`src/rtl/decode_pkg.sv`:
```
// Shared field positions and packed control-word layout for the decode-stage
// split/pack helper.
package decode_pkg;

  localparam int PACK_W = 42;

  // Instruction field positions (MIPS I/R/J formats overlap on purpose)
  localparam int OPC_HI  = 31;
  localparam int OPC_LO  = 26;
  localparam int RS_HI   = 25;
  localparam int RS_LO   = 21;
  localparam int RT_HI   = 20;
  localparam int RT_LO   = 16;
  localparam int RD_HI   = 15;
  localparam int RD_LO_I = 11;
  localparam int SA_HI   = 10;
  localparam int SA_LO   = 6;
  localparam int FUN_HI  = 5;
  localparam int FUN_LO  = 0;
  localparam int IMM_HI  = 15;
  localparam int IMM_LO  = 0;
  localparam int IIDX_HI = 25;
  localparam int IIDX_LO = 0;

  // Packed control-word slices, MSB to LSB
  localparam int AF_HI   = 41;
  localparam int AF_LO   = 38;
  localparam int I_BIT   = 37;
  localparam int AMS_BIT = 36;
  localparam int ST_HI   = 35;
  localparam int ST_LO   = 33;
  localparam int CAD_HI  = 32;
  localparam int CAD_LO  = 28;
  localparam int GPWE_BIT = 27;
  localparam int GPMS_HI = 26;
  localparam int GPMS_LO = 24;
  localparam int BF_HI   = 23;
  localparam int BF_LO   = 20;
  localparam int PCMS_HI = 19;
  localparam int PCMS_LO = 18;
  localparam int SPR_BIT = 17;
  localparam int MWR_BIT = 16;
  localparam int MRD_BIT = 15;
  localparam int PRS_HI  = 14;
  localparam int PRS_LO  = 10;
  localparam int PRT_HI  = 9;
  localparam int PRT_LO  = 5;
  localparam int PRD_HI  = 4;
  localparam int RD_LO   = 0;

  // Struct view of the same layout; member order must match the slices above
  typedef struct packed {
    logic [3:0] af;
    logic       i;
    logic       alu_mux_sel;
    logic [2:0] shift_type;
    logic [4:0] cad;
    logic       gp_we;
    logic [2:0] gp_mux_sel;
    logic [3:0] bf;
    logic [1:0] pc_mux_select;
    logic       spr_mux_sel;
    logic       mem_wren;
    logic       mem_rren;
    logic [4:0] rs;
    logic [4:0] rt;
    logic [4:0] rd;
  } ctrl_word_t;

endpackage

```
`src/rtl/instr_field_split.sv`:
```
// Pure wiring that slices a 32-bit MIPS instruction into its standard fields;
// no opcode gating, so overlapping fields are all driven every cycle.
module instr_field_split
  import decode_pkg::*;
(
  input  logic [31:0] instruction,
  output logic [5:0]  opc,
  output logic [5:0]  fun,
  output logic [4:0]  rs,
  output logic [4:0]  rt,
  output logic [4:0]  rd,
  output logic [4:0]  sa,
  output logic [15:0] imm,
  output logic [25:0] iindex
);

  assign opc    = instruction[OPC_HI:OPC_LO];
  assign fun    = instruction[FUN_HI:FUN_LO];
  assign rs     = instruction[RS_HI:RS_LO];
  assign rt     = instruction[RT_HI:RT_LO];
  assign rd     = instruction[RD_HI:RD_LO_I];
  assign sa     = instruction[SA_HI:SA_LO];
  assign imm    = instruction[IMM_HI:IMM_LO];
  assign iindex = instruction[IIDX_HI:IIDX_LO];

endmodule

```
`src/rtl/decode_split_pack.sv`:
```
// Decode-stage helper: splits the instruction, packs decoder controls plus
// rs/rt/rd into a 42-bit word, and registers it with a valid flag.
module decode_split_pack
  import decode_pkg::*;
(
  input  logic              clk,
  input  logic              rst_n,
  input  logic [31:0]       instruction,
  input  logic              in_valid,
  input  logic              stall,
  input  logic [3:0]        af,
  input  logic              i,
  input  logic              alu_mux_sel,
  input  logic [2:0]        shift_type,
  input  logic [4:0]        cad,
  input  logic              gp_we,
  input  logic [2:0]        gp_mux_sel,
  input  logic [3:0]        bf,
  input  logic [1:0]        pc_mux_select,
  input  logic              spr_mux_sel,
  input  logic              mem_wren,
  input  logic              mem_rren,
  output logic [5:0]        opc,
  output logic [5:0]        fun,
  output logic [4:0]        rs,
  output logic [4:0]        rt,
  output logic [4:0]        rd,
  output logic [4:0]        sa,
  output logic [15:0]       imm,
  output logic [25:0]       iindex,
  output logic [PACK_W-1:0] packed_comb,
  output logic [PACK_W-1:0] packed_q,
  output logic              valid_q
);

  logic [4:0]  w_rs;
  logic [4:0]  w_rt;
  logic [4:0]  w_rd;
  ctrl_word_t  w_word;
  logic [PACK_W-1:0] r_packed;
  logic              r_valid;

  instr_field_split u_split (
    .instruction (instruction),
    .opc         (opc),
    .fun         (fun),
    .rs          (w_rs),
    .rt          (w_rt),
    .rd          (w_rd),
    .sa          (sa),
    .imm         (imm),
    .iindex      (iindex)
  );

  assign rs = w_rs;
  assign rt = w_rt;
  assign rd = w_rd;

  assign w_word = '{
    af:            af,
    i:             i,
    alu_mux_sel:   alu_mux_sel,
    shift_type:    shift_type,
    cad:           cad,
    gp_we:         gp_we,
    gp_mux_sel:    gp_mux_sel,
    bf:            bf,
    pc_mux_select: pc_mux_select,
    spr_mux_sel:   spr_mux_sel,
    mem_wren:      mem_wren,
    mem_rren:      mem_rren,
    rs:            w_rs,
    rt:            w_rt,
    rd:            w_rd
  };

  assign packed_comb = w_word;

  // A bubble clears valid but leaves the last word in place.
  // NOTE: non-blocking assignments keep every flop sampling pre-edge values.
  always_ff @(posedge clk or negedge rst_n) begin
    if (!rst_n) begin
      r_packed <= '0;
      r_valid  <= 1'b0;
    end else if (!stall) begin
      r_valid <= in_valid;
      if (in_valid) begin
        r_packed <= packed_comb;
      end
    end
  end

  assign packed_q = r_packed;
  assign valid_q  = r_valid;

endmodule

```
`config.mk`:
```
export PLATFORM = sky130hd
export DESIGN_NAME = decode_split_pack
export DESIGN_NICKNAME = d
export VERILOG_FILES = /design/src/rtl/decode_pkg.sv /design/src/rtl/instr_field_split.sv /design/src/rtl/decode_split_pack.sv
export SDC_FILE = /design/constraint.sdc
export NUM_CORES = 1
export LEC_CHECK = 0
export ABC_CLOCK_PERIOD_IN_PS = 1800
export CAP_MARGIN = 20
export CORE_MARGIN = 1.5
export CORE_UTILIZATION = 35
export CTS_CLUSTER_DIAMETER = 30
export DETAILED_ROUTE_END_ITERATION = 8
export PLACE_DENSITY_LB_ADDON = 0.08
export SYNTH_ARGS = -nofsm -noshare
export SYNTH_HDL_FRONTEND = slang
export SYNTH_HIERARCHICAL = 1
export SYNTH_SLANG_ARGS = --single-unit
```
`constraint.sdc`:
```
create_clock -name clk -period 1.8 [get_ports clk]
set_input_delay 0.27 -clock clk [delete_from_list [all_inputs] [get_ports clk]]
set_output_delay 0.27 -clock clk [all_outputs]
set_load 0.01 [all_outputs]
```
==> impl_metrics.csv, run 1 <==
group,metric,value,unit
sta,min_period,1660,ps
critical_path,r2r_start,"packed_q[20]",
clock_tree,clockBufferDepth,2,
sta,tightest_slew,474,ps
critical_path,r2r_end,"packed_q[20]",
routing,drt_iter0_drc,29,
clock_tree,numCtsBuffers,5,
critical_path,cp-endpoint,"rd[1]",
critical_path,startpoint,"instruction[12]",
finish,regArea,0.00108,mm^2
flow_run,cap_violations,0,
die,pin_count,222,
clock_tree,htree_levels,2,
routing,ant_nets,0,
critical_path,path_buf_inv,2,
routing,drt-pass1-iter-count,3,
yosys,synth_area,0.00264,mm^2
routing,wl_met1,1950,um
critical_path,worstPathCellList,"clkdlybuf4s50_1 > clkdlybuf4s50_1",
sta,slew_headroom,68.4,%
finish,utilization,50.5,%
routing,dr_wl_met2,2720,um
die,die_area,0.00806,mm^2
routing,remaining_drc_errors,0,
placed_design,hpwl,4170,um
routing,top_layer,"met4",
sta,fin_ws,145,ps
yosys,yosysWarningCount,6,
placed_design,place_congestion,0.669,
finish,nNetsFinal,326,
sta,hold_viol_final,0,
sta,rsz0062_at_grt,"no",
global_route,grt_overflow,0,
yosys,seq_area_frac_synth,40.8,%
routing,vias,1456,
clock_tree,cts_sinks,43,
critical_path,critPathRequiredTime,1530,ps
worst_hold_path,hold_class,"in2async",
clock_tree,clock_latency,280,ps
placed_design,port_buffers,165,
yosys,ys_ff_latch,43,
clock_tree,cts_tree,"built",
finish,layout_commonest_cell,"clkdlybuf4s50_1",
critical_path,cp_top_family,"buffers and inverters",
sta,max_freq,604,MHz
clock_tree,root_buffer,"clkbuf_8",
critical_path,crit_type,"in2out",
sta,setup-tns-final,0,ps
die,start_util,36.3,%
power,peakVddDrop,410,uV
critical_path,path_max_fanout,5,
finish,fillers,644,
finish,final_cell_area,0.00366,mm^2
sta,hold-worst-slack,466,ps
finish,drive_above_1_share,20.2,%
critical_path,cp_slowest_cell,"clkdlybuf4s50_1",
sta,fin_skew,0,ps
routing,via_per_inst,4.02,
finish,multi_input_area,641,um^2
routing,routedWlPerCell,14.9,um
global_route,track_usage,13.1,%
yosys,synth.avg_cell_area,12.7,um^2
critical_path,ff2ff_setup_slack,1020,ps
routing,wl_met3,633,um
die,core,0.00725,mm^2
placed_design,dp_worst_setup_slack,133,ps
critical_path,worstPathArrival,1390,ps
yosys,syn-num-nets,271,
yosys,synth_cell_type_count,7,
global_route,antenna_found_initial,0,
power,p_leak,0.00155,uW
global_route,first_global_vias,1542,
global_route,grt_pass1_wl,8340,um
sta,fin_crit_sh,92.0,%
sta,final-setup-viol-count,0,
run_status,status,"finished, final reports clean",
critical_path,path_depth,2,
yosys,synthTopCellsByArea,"dfrtp_1 41%, buf_4 33%, mux2_4 22%, buf_6 2.1%, mux2_2 1.3%",
die,core.rowCount,31,
critical_path,crit_path_frequent_cell,"clkdlybuf4s50_1",
die,die_w,89.8,um
yosys,synth_top_area_share,40.8,%
power,cellPowerDensity,793,mW/mm^2
global_route,grt_max_degree,25,
yosys,syn_inst,208,
critical_path,worst_r2r_path_depth,1,
placed_design,post_dp_cell_area,0.00355,mm^2
yosys,synth_largest_area_cell,"dfrtp_1",
die,die_y,89.8,um
critical_path,start_kind,"input pin",
finish,final_cell_mix,"164 x clkdlybuf4s50_1, 43 x dfrtp_1, 39 x mux2_4, 5 x clkbuf_8",
clock_tree,clk_pin_slew,80,ps
critical_path,critPathMaxStageDelay,570,ps
sta,finalMaxSlewViolations,0,
finish,syn2layout_area_growth,38.8,%
routing,wl,5380,um
critical_path,end_kind,"output pin",
finish,n_antenna_cell,0,
## cell type report
cell class | count | area share (%)
clock buffers | 6 | 1.98
clock inverters | 1 | 0.821
multi-input cells | 44 | 17.5
flip-flops and latches | 43 | 29.4
well taps | 99 | 3.38
repair buffers | 169 | 46.9
## cell usage after synthesis, drive strengths merged
cell type / number
a21o: 1
mux2: 42
buf: 121
nor2b: 1
dfrtp: 43
## timing repair
| item | in CTS | in global routing |
|---|---|---|
| resized for setup | 0 | 0 |
| hold buffers | 1 | 0 |
| buffers inserted | 0 | 0 |
| hold endpoints to repair | 19 | 0 |
## cell families after synthesis
logic type / synth area share, %
and+or+nand+nor: 0.237
DFF: 40.8
buffers and inverters: 35.2
AOI/OAI and AO/OA: 0.285
muxes: 23.5
## how the worst min path moves through the flow
stage	startpoint	endpoint	slack, ps
3_5_place_dp	rst_n	packed_q[22]	270
3_3_place_gp	rst_n	packed_q[22]	260
5_1_grt	rst_n	packed_q[21]	500
6_report	rst_n	packed_q[21]	470
2_1_floorplan	rst_n	packed_q[0]	-30
4_1_cts	rst_n	packed_q[22]	480
## report_power, final
part / switching [uW] / internal [uW] / leakage (uW)
sequential: 74.6 / 1110 / 0.000505
combinational: 333 / 670 / 0.000994
clock: 309 / 407 / 0.0000513
total: 717 / 2180 / 0.00155
## registers in the layout, indices dropped and copies added, names as in the netlist
register  flops
valid_q       1
packed_q     42
## metrics by stage
stage	power, uW	std cells
floorplan	1780	208
global placement	2220	354
detailed placement	2220	354
CTS	2960	362
global route	3050	362
finish	2900	362
## routing by layer
metal  global-route usage, %  vias up
met5                       0        -
met4                    3.57        0
met3                    6.43       11
met2                    23.1      114
met1                    13.9      661
li1                        -      670
Power figures use the tool's default switching activity.
==> run 2, diff against run 1 <==
--- a/config.mk
+++ b/config.mk
@@ -11,6 +11,7 @@
 export CORE_UTILIZATION = 35
 export CTS_CLUSTER_DIAMETER = 30
 export DETAILED_ROUTE_END_ITERATION = 8
+export HOLD_SLACK_MARGIN = 0.05
 export PLACE_DENSITY_LB_ADDON = 0.08
 export SYNTH_ARGS = -nofsm -noshare
 export SYNTH_HDL_FRONTEND = slang
==> results of run 2 <==
No change in the layout: final DEF, timing and power equal those of run 1.
